**config.mk**
```make
export PLATFORM = sky130hd
export DESIGN_NAME = i2c_reg_writer
export DESIGN_NICKNAME = d
export VERILOG_FILES = /design/src/rtl/i2c_pkg.sv /design/src/rtl/i2c_quarter_tick.sv /design/src/rtl/i2c_reg_writer.sv
export SDC_FILE = /design/constraint.sdc
export NUM_CORES = 1
export LEC_CHECK = 0
export ABC_AREA = 1
export CAP_MARGIN = 30
export CELL_PAD_IN_SITES_DETAIL_PLACEMENT = 1
export CELL_PAD_IN_SITES_GLOBAL_PLACEMENT = 1
export CORE_UTILIZATION = 40
export DETAILED_ROUTE_END_ITERATION = 8
export PLACE_DENSITY_LB_ADDON = 0.2
export SLEW_MARGIN = 5
export SYNTH_ARGS = -nofsm -noshare
export SYNTH_HDL_FRONTEND = slang
export SYNTH_SLANG_ARGS = --single-unit
export TNS_END_PERCENT = 5
```
**constraint.sdc**
```tcl
create_clock -name clk -period 3.85 [get_ports clk]
set_clock_uncertainty 0.2 [all_clocks]
set_input_delay 0.5775 -clock clk [delete_from_list [all_inputs] [get_ports clk]]
set_output_delay 0.5775 -clock clk [all_outputs]
set_load 0.01 [all_outputs]
```
**src/rtl/i2c_pkg.sv**
```systemverilog
// Shared types and constants for the single-register I2C write engine.
// Quarter phases, transaction shape and the prescaler counter width.
package i2c_pkg;

  typedef enum logic [2:0] {
    IDLE,
    START,
    BIT,
    ACK,
    STOP,
    FREE
  } i2c_state_t;

  localparam logic [1:0] Q0 = 2'd0;
  localparam logic [1:0] Q1 = 2'd1;
  localparam logic [1:0] Q2 = 2'd2;
  localparam logic [1:0] Q3 = 2'd3;

  localparam int BYTES_PER_XFER = 3;
  localparam int START_QUARTERS = 2;
  localparam int STOP_QUARTERS  = 3;

  // Wide enough for the largest legal CLK_DIV (1023).
  localparam int CNT_W = 10;

endpackage

```
**src/rtl/i2c_quarter_tick.sv**
```systemverilog
// Quarter-SCL-period prescaler: one-cycle tick every CLK_DIV clocks while enabled.
// Held at zero when disabled so every transaction starts on a full quarter.
module i2c_quarter_tick
  import i2c_pkg::*;
#(
  parameter int CLK_DIV = 125
) (
  input  logic clk,
  input  logic rst_n,
  input  logic i_en,
  output logic o_tick
);

  logic [CNT_W-1:0] r_cnt;
  logic             w_last;

  assign w_last = (r_cnt == CNT_W'(CLK_DIV - 1));
  assign o_tick = i_en & w_last;

  always_ff @(posedge clk or negedge rst_n) begin
    if (!rst_n) begin
      r_cnt <= '0;
    end else if (!i_en || w_last) begin
      r_cnt <= '0;
    end else begin
      r_cnt <= r_cnt + 1'b1;
    end
  end

endmodule

```
**src/rtl/i2c_reg_writer.sv**
```systemverilog
// Executes START, addr_w, sub_addr, data, STOP I2C register writes on open-drain pads.
// A request arriving mid-transaction is queued once; the last request's bytes win.
module i2c_reg_writer
  import i2c_pkg::*;
#(
  parameter int CLK_DIV = 125
) (
  input  logic       clk,
  input  logic       reset_n,
  input  logic [7:0] i_addr_w_rw,
  input  logic [7:0] i_sub_addr,
  input  logic [7:0] i_data_write,
  input  logic       req_trans,
  input  logic       i_sda,
  output logic       i2c_busy,
  output logic       o_scl_oe,
  output logic       o_sda_oe,
  output logic       o_ack_err
);

  i2c_state_t r_state, w_state_next;
  logic [1:0] r_quarter, w_quarter_next;
  logic [2:0] r_bit_idx, w_bit_idx_next;
  logic [1:0] r_byte_idx, w_byte_idx_next;
  logic       r_pending, w_pending_next;
  logic       r_ack_err, w_ack_err_next;
  logic       r_req_prev;

  // Index 0 = address byte (R/W forced to write), 1 = sub-address, 2 = data.
  logic [BYTES_PER_XFER-1:0][7:0] r_act, w_act_next;
  logic [BYTES_PER_XFER-1:0][7:0] r_shd, w_shd_next;
  logic [BYTES_PER_XFER-1:0][7:0] w_req_bytes;

  logic       w_req_edge;
  logic       w_tick;
  logic       w_tick_en;
  logic [7:0] w_cur_byte;
  logic       w_cur_bit;
  logic       w_scl_oe;
  logic       w_sda_oe;

  assign w_req_edge  = req_trans & ~r_req_prev;
  assign w_req_bytes = {i_data_write, i_sub_addr, {i_addr_w_rw[7:1], 1'b0}};
  assign w_cur_byte  = r_act[r_byte_idx];
  assign w_cur_bit   = w_cur_byte[r_bit_idx];
  assign w_tick_en   = (r_state != IDLE);

  assign i2c_busy  = (r_state != IDLE);
  assign o_scl_oe  = w_scl_oe;
  assign o_sda_oe  = w_sda_oe;
  assign o_ack_err = r_ack_err;

  i2c_quarter_tick #(
    .CLK_DIV(CLK_DIV)
  ) u_tick (
    .clk   (clk),
    .rst_n (reset_n),
    .i_en  (w_tick_en),
    .o_tick(w_tick)
  );

  always_ff @(posedge clk or negedge reset_n) begin
    if (!reset_n) begin
      r_state    <= IDLE;
      r_quarter  <= Q0;
      r_bit_idx  <= 3'd7;
      r_byte_idx <= 2'd0;
      r_pending  <= 1'b0;
      r_ack_err  <= 1'b0;
      r_req_prev <= 1'b0;
      r_act      <= '0;
      r_shd      <= '0;
    end else begin
      r_state    <= w_state_next;
      r_quarter  <= w_quarter_next;
      r_bit_idx  <= w_bit_idx_next;
      r_byte_idx <= w_byte_idx_next;
      r_pending  <= w_pending_next;
      r_ack_err  <= w_ack_err_next;
      r_req_prev <= req_trans;
      r_act      <= w_act_next;
      r_shd      <= w_shd_next;
    end
  end

  always_comb begin
    w_state_next    = r_state;
    w_quarter_next  = r_quarter;
    w_bit_idx_next  = r_bit_idx;
    w_byte_idx_next = r_byte_idx;
    w_pending_next  = r_pending;
    w_ack_err_next  = r_ack_err;
    w_act_next      = r_act;
    w_shd_next      = r_shd;
    w_scl_oe        = 1'b0;
    w_sda_oe        = 1'b0;

    if (w_req_edge && (r_state != IDLE)) begin
      w_pending_next = 1'b1;
      w_shd_next     = w_req_bytes;
    end

    unique case (r_state)
      IDLE: begin
        if (w_req_edge) begin
          w_state_next   = START;
          w_quarter_next = Q0;
          w_ack_err_next = 1'b0;
          w_act_next     = w_req_bytes;
        end
      end

      START: begin
        w_sda_oe = (r_quarter == Q1);
        if (w_tick) begin
          if (r_quarter == 2'(START_QUARTERS - 1)) begin
            w_state_next    = BIT;
            w_quarter_next  = Q0;
            w_bit_idx_next  = 3'd7;
            w_byte_idx_next = 2'd0;
          end else begin
            w_quarter_next = r_quarter + 2'd1;
          end
        end
      end

      BIT: begin
        w_scl_oe = (r_quarter == Q0) || (r_quarter == Q1);
        w_sda_oe = ~w_cur_bit;
        if (w_tick) begin
          w_quarter_next = r_quarter + 2'd1;
          if (r_quarter == Q3) begin
            if (r_bit_idx == 3'd0) begin
              w_state_next = ACK;
            end else begin
              w_bit_idx_next = r_bit_idx - 3'd1;
            end
          end
        end
      end

      ACK: begin
        w_scl_oe = (r_quarter == Q0) || (r_quarter == Q1);
        if (w_tick) begin
          w_quarter_next = r_quarter + 2'd1;
          if ((r_quarter == Q2) && i_sda) begin
            w_ack_err_next = 1'b1;
          end
          // The error flag is cleared at launch, so here it means "NACK in this transfer".
          if (r_quarter == Q3) begin
            if (r_ack_err || (r_byte_idx == 2'(BYTES_PER_XFER - 1))) begin
              w_state_next = STOP;
            end else begin
              w_state_next    = BIT;
              w_bit_idx_next  = 3'd7;
              w_byte_idx_next = r_byte_idx + 2'd1;
            end
          end
        end
      end

      STOP: begin
        w_scl_oe = (r_quarter == Q0);
        w_sda_oe = (r_quarter == Q0) || (r_quarter == Q1);
        if (w_tick) begin
          if (r_quarter == 2'(STOP_QUARTERS - 1)) begin
            w_state_next   = FREE;
            w_quarter_next = Q0;
          end else begin
            w_quarter_next = r_quarter + 2'd1;
          end
        end
      end

      FREE: begin
        if (w_tick) begin
          if (r_pending || w_req_edge) begin
            w_state_next   = START;
            w_quarter_next = Q0;
            w_pending_next = 1'b0;
            w_ack_err_next = 1'b0;
            w_act_next     = w_req_edge ? w_req_bytes : r_shd;
          end else begin
            w_state_next = IDLE;
          end
        end
      end

      default: begin
        w_state_next = IDLE;
      end
    endcase
  end

endmodule

```
# --- After elaboration in Yosys (flattened, before gate mapping) ---
# Index checks and enable logic that the tools add are counted.
word_totals:
  out_inout_bits: 4
  ff_bits: 70
  inputBits: 28
classes:
  n_eq_ne: 26
  muxes: 60
  reduce_logical: 23
  magnitude_cmp: 2
  add_sub_neg: 4
  bitwise: 4
ops:
  columns: ["operator", "n"]
  rows:
  - ["$mux W24", 4]
  - ["$mux W3", 20]
  - ["$pmux W24 S2", 1]
  - ["$mux W2", 13]
  - ["$ne A2 B2 Y1 const B", 10]
  - ["$pmux W3 S6", 1]
  - ["$bmux W8 S2", 1]
  - ["$ne A2 B1 Y1 const B", 6]
  - ["$reduce_and A6 Y1", 2]
  - ["$mux W1", 11]
  - ["$reduce_and A11 Y1", 1]
  - ["$add A10 B1 Y10 const B", 1]
  - ["$eq A10 B7 Y1 const B", 1]
  - ["$mux W10", 1]
  - ["$pmux W2 S5", 1]
  - ["$pmux W3 S3", 1]
  - ["$reduce_and A9 Y1", 1]
  - ["$reduce_bool A3 Y1", 3]
  - ["$mux W8", 1]
  - ["$reduce_and A7 Y1", 1]
  - ["$eq A2 B2 Y1 const B", 3]
  - ["$eq A3 B2 Y1 const B", 2]
  - ["$eq A3 B3 Y1 const B", 2]
  - ["$logic_not A3 Y1", 2]
  - ["20 further kinds", 29]

# --- Depth between registers and ports, before layout ---
logic_depth:
  ltp_word: 7
  depth_mapped: 10
  ltp_nobuf: 9

# --- Modules after synthesis ---
# A second synthesis with hierarchy kept.
hier_totals:
  hier_cells: 491
  hier_area_um2: 3781.1
by_module_without_submodules:
  columns: ["mod", "cells_per_inst", "seq_area_each_um2", "n_inst", "area_per_inst_um2"]
  rows:
  - ["i2c_reg_writer", 420, 1480.2, 1, 3226.8]
  - ["i2c_quarter_tick", 71, 250.2, 1, 554.3]

# --- Worst setup path before layout ---
# Ideal clock, no wire load.
synth_timing:
  path_type: "flip-flop to output port"
  start: "reg r_bit_idx[0]"
  end: "out o_sda_oe"
  stages_incl_launch_ff: 10
  n_path_buf: 1
  required_time_ns: 3.072
  t_arrival_ns: 1.305
  path_slack_ns: 1.768
  path_cell_list: "dfstp_2 -> clkbuf_1 -> nand2_1 -> nand3_1 -> nand2_1 -> nand2_1 -> nand2_1 -> nand3_1 -> nand3_1 -> nand2_1"
synth_via:
  elab_chain_cells: 4
synth_rtl:
  columns: ["element", "line", "text"]
  rows:
  - ["start, declared", "i2c_reg_writer.sv:23", "logic [2:0] r_bit_idx, w_bit_idx_next;"]
  - ["start signal, assigned", "i2c_reg_writer.sv:76", "r_bit_idx <= w_bit_idx_next;"]
  - ["$bmux W1 S3", "i2c_reg_writer.sv:45", "assign w_cur_bit = w_cur_byte[r_bit_idx];"]
  - ["$mux W1 (not written as such)", "i2c_reg_writer.sv:45", null]
  - ["$not A1 Y1", "i2c_reg_writer.sv:129", "w_sda_oe = ~w_cur_bit;"]
  - ["$pmux W1 S3", "i2c_reg_writer.sv:103", "unique case (r_state)"]
  - ["end, declared", "i2c_reg_writer.sv:17", "output logic o_sda_oe,"]
# Every way passes these cells. The select of a mux whose other input is x is not followed.

# --- Worst setup path in the final report ---
layout_timing:
  start: "reg r_byte_idx[1]"
  end: "out o_sda_oe"
layout_via:
  elab_chain_cells: 6
layout_rtl:
  columns: ["element", "line", "text"]
  rows:
  - ["start, declared", "i2c_reg_writer.sv:24", "logic [1:0] r_byte_idx, w_byte_idx_next;"]
  - ["start signal, assigned", "i2c_reg_writer.sv:77", "r_byte_idx <= w_byte_idx_next;"]
  - ["$bmux W8 S2", "i2c_reg_writer.sv:44", "assign w_cur_byte = r_act[r_byte_idx];"]
  - ["$mux W8 (not written as such)", "i2c_reg_writer.sv:44", null]
  - ["$bmux W1 S3", "i2c_reg_writer.sv:45", null]
  - ["$mux W1 (not written as such)", "i2c_reg_writer.sv:45", null]
  - ["$not A1 Y1", "i2c_reg_writer.sv:129", null]
  - ["$pmux W1 S3", "i2c_reg_writer.sv:103", null]
# Every way passes these cells. The select of a mux whose other input is x is not followed.

==> qor.yml <==
synth:
  synth_cell_types: 39
  yosys_most_used_dff: "sky130_fd_sc_hd__dfrtp_1"
  synth_largest_type_area_fraction_pct: 44.3
  synth_seq_cells: 69
  synth_sequential_area_ratio_pct: 46.4
  synth-warning-count: 0
  syn_area_per_cell_um2: 7.92
  post-synth-top-area-cell: "sky130_fd_sc_hd__dfrtp_1"
  synthArstFlopShare_pct: 100
  post_synth_inst_count: 471
  synth-edff-count: 0
  syn_nets: 509
  summed_instance_area_of_the_synthesized_netlist_um2: 3730
  ys_top_cells_by_area: "sky130_fd_sc_hd__dfrtp_1 44%, sky130_fd_sc_hd__nand2_1 13%, sky130_fd_sc_hd__inv_1 5.2%"
timing:
  finalCritPeriodShare_pct: 82.4
  tns_ns: 0
  max_slew_margin_pct: 42.4
  grt_setup_unrepaired: "false"
  worst-slew-pin-transition_ns: 0.865
  fin_crit_ns: 3.17
  timing_max_transition_violations_final: 0
  fmax_mhz: 315
  timing.final.setup_violations: 0
  hold_violations: 0
grt:
  wire_length_of_the_first_global_routing_pass_mm: 14.9
  track_usage_pct: 19.3
  number_of_antenna_violations_at_the_first_check_in_global_routing: 0
  grt_pass1_vias: 3210
  largest_net_degree_at_the_start_of_global_routing: 48
  grt_overflow_total: 0
die:
  boundaryPins: 32
  die_h_um: 98.6
  die_width_um: 98.6
  die-area_um2: 9720
  placeableCoreArea_um2: 8890
  placementRows: 34
  floorplan.initialDensity_pct: 42.0
setup_path:
  regToRegSetupSlack_ns: 1.72
  cells_on_worst_reg2reg_path: 9
  slowest_delay_ns: 0.56
  start_kind: "flip-flop"
  crit_family: "buffers and inverters"
  worst_setup_path_end_kind: "output port"
  crit_chain: "clkinv_1 > nor2_1 > o21ai_0 > nand2_1 > nand2_1 > nand3_1 > nand3_1 > nand2_1 > clkdlybuf4s50_1"
  timing.rr.end: "r_act[19]"
  cpMaxStageDelayCell: "sky130_fd_sc_hd__dfrtp_1"
  critical_path_required_ns: 3.07
  crit_type: "reg2out"
  cp_common_cell: "sky130_fd_sc_hd__nand2_1"
  critical_path.n_buffers_inverters: 2
  worst_ep_arrival_time_ns: 2.39
  worst_r2r_start: "r_state[1]"
  critical_path_peak_fanout: 9
status:
  outcome: "complete, no violations"
pwr:
  power_density_nw_per_um2: 631
  p_leak_uw: 0.00211
  vdd_drop_max_mv: 0.248
  total_power_uw: 2720
routing:
  detail_route.wl_per_cell_um: 13.7
  remaining_drc_errors: 0
  viasPerCell: 4.97
  drt-initial-drc-count: 69
  postRouteWirelength_mm: 8.35
  drt_pass1_iterations: 4
  routed-via-count: 3038
  detail-route-antenna-nets: 0
clock_network:
  htreeDepth: 3
  cts.reportedPaths.clkPinSlew_ns: 0.07
  cts.root.buffer_cell: "sky130_fd_sc_hd__clkbuf_8"
  clock_tree_from_tritoncts: "done"
  cts_setup_buffers: 0
  post_cts_resize_count: 0
  max-clock-path-buffers: 2
  cts.sinks: 69
  worstSkewPairLatency_ns: 0.34
  tritoncts.num_buffers: 9
  cts_hold_buf: 0
final_layout:
  finalNonFillerCells: 611
  area_growth_pct: 15.5
  fin_nets: 538
  fillCellCount: 1080
  antenna_cells_inserted: 0
  layout.cell_area.non_filler_um2: 4310
  layout-drive-gt1-share_pct: 12.1
placement:
  port_buffers: 30
  area_post_placement_um2: 4110
  dpl.cell_count: 597
  dp.final_hpwl_mm: 6.02
  gp_routability_congestion: 0.790
flow_run:
  max-cap-violations: 0
hold_path:
  worstHoldPathType: "in2async"
[where the power goes]
part | switching (uW) | leakage (uW) | internal, uW
logic | 582 | 0.00115 | 368
registers | 173 | 0.000864 | 991
clock network | 263 | 0.000102 | 346
[placed cells by master (no fill, tap or decap), types with 2 or more instances in the layout]
master / netlist / layout
sky130_fd_sc_hd__a21oi_1: 25 / 25
sky130_fd_sc_hd__buf_4: 1 / 3
sky130_fd_sc_hd__clkbuf_8: 0 / 12
sky130_fd_sc_hd__clkdlybuf4s50_1: 0 / 29
sky130_fd_sc_hd__dfrtp_1: 66 / 66
sky130_fd_sc_hd__dfstp_2: 3 / 3
sky130_fd_sc_hd__ha_1: 10 / 10
sky130_fd_sc_hd__inv_1: 52 / 52
sky130_fd_sc_hd__inv_2: 6 / 6
sky130_fd_sc_hd__mux2i_1: 5 / 5
sky130_fd_sc_hd__nand2_1: 127 / 127
sky130_fd_sc_hd__nand2_2: 10 / 10
sky130_fd_sc_hd__nand3_1: 23 / 23
sky130_fd_sc_hd__nand3_2: 2 / 2
sky130_fd_sc_hd__nor2_1: 41 / 41
sky130_fd_sc_hd__nor2_2: 2 / 2
sky130_fd_sc_hd__nor3_1: 5 / 5
sky130_fd_sc_hd__nor3b_1: 2 / 2
sky130_fd_sc_hd__o21ai_0: 28 / 28
sky130_fd_sc_hd__o21ai_1: 15 / 15
sky130_fd_sc_hd__o21ai_2: 13 / 13
sky130_fd_sc_hd__or2_2: 2 / 2
sky130_fd_sc_hd__xnor2_1: 2 / 2
sky130_fd_sc_hd__xor2_1: 2 / 2
[worst register-to-register path, delay by kind of cell (launching register included)]
family                 cells  cell delay (ns)
and+or+nand+nor            5             0.61
buffers and inverters      2             0.60
AOI/OAI and AO/OA          2             0.20
DFF                        1             0.43
[registers in the layout (all words and copies together), names as in the netlist]
name          flops
r_quarter         2
r_pending         1
r_bit_idx         3
r_byte_idx        2
r_shd            23
o_ack_err         1
r_act            23
r_state           3
u_tick.r_cnt     10
r_req_prev        1
[per-layer routing]
layer	part of all wire [%]	vias up	wire, um	GRT usage (%)
met5	0	-	0	0
met4	1.5	0	127	7.69
met3	1.8	12	148	2.55
met2	47	30	3930	32.4
met1	50	1454	4150	25.3
li1	-	1542	-	-
[cell usage after synthesis (3+ instances only)]
master / count
sky130_fd_sc_hd__o21ai_1: 15
sky130_fd_sc_hd__ha_1: 10
sky130_fd_sc_hd__nand3_1: 23
sky130_fd_sc_hd__mux2i_1: 5
sky130_fd_sc_hd__buf_2: 5
sky130_fd_sc_hd__clkbuf_1: 6
sky130_fd_sc_hd__o21ai_2: 13
sky130_fd_sc_hd__o21ai_0: 28
sky130_fd_sc_hd__a21oi_1: 25
sky130_fd_sc_hd__buf_6: 4
sky130_fd_sc_hd__inv_2: 6
sky130_fd_sc_hd__inv_1: 52
sky130_fd_sc_hd__nand2_2: 10
sky130_fd_sc_hd__nand2_1: 127
sky130_fd_sc_hd__dfrtp_1: 66
sky130_fd_sc_hd__nor2_1: 41
sky130_fd_sc_hd__dfstp_2: 3
sky130_fd_sc_hd__nor3_1: 5
[through the flow]
stage	setup slack, ns	util [%]	hold WS (ns)
final	0.678	48.5	0.148
after global routing	0.416	48.5	0.213
after CTS	0.671	48.5	0.167
after detailed placement	1.08	46.3	0.267
after global placement	1.03	45.9	0.252
after floorplan	1.77	-	0.0819
[worst max path at each step]
| stage | start | to | cells past startpoint |
|---|---|---|---|
| after floorplan | r_bit_idx[0] | o_sda_oe | 9 |
| after detailed placement | r_byte_idx[1] | o_sda_oe | 9 |
| after global routing | r_byte_idx[1] | o_sda_oe | 9 |
| final | r_byte_idx[1] | o_sda_oe | 9 |
| after global placement | req_trans | r_shd[10] | 8 |
| after CTS | r_byte_idx[1] | o_sda_oe | 9 |
[cells by family after synthesis]
kind of cell | share of synthesized area, %
mux | 1.34
flops | 46.4
simple gates | 26.3
buf+inv | 8.62
xor+xnor | 0.939
fa+ha+maj | 3.35
compound gates | 13.1
[area by class of cell]
type                            instances  area, um2  share of cell area, %
Tap cell                              108        135                   3.13
Multi-Input combinational cell        327       1680                   39.0
Clock buffer                           13        169                   3.92
Clock inverter                          1       30.0                  0.696
Timing Repair Buffer                   34        345                   8.01
Inverter                               59        221                   5.14
Sequential cell                        69       1730                   40.1
(Power assumes the default switching activity.)
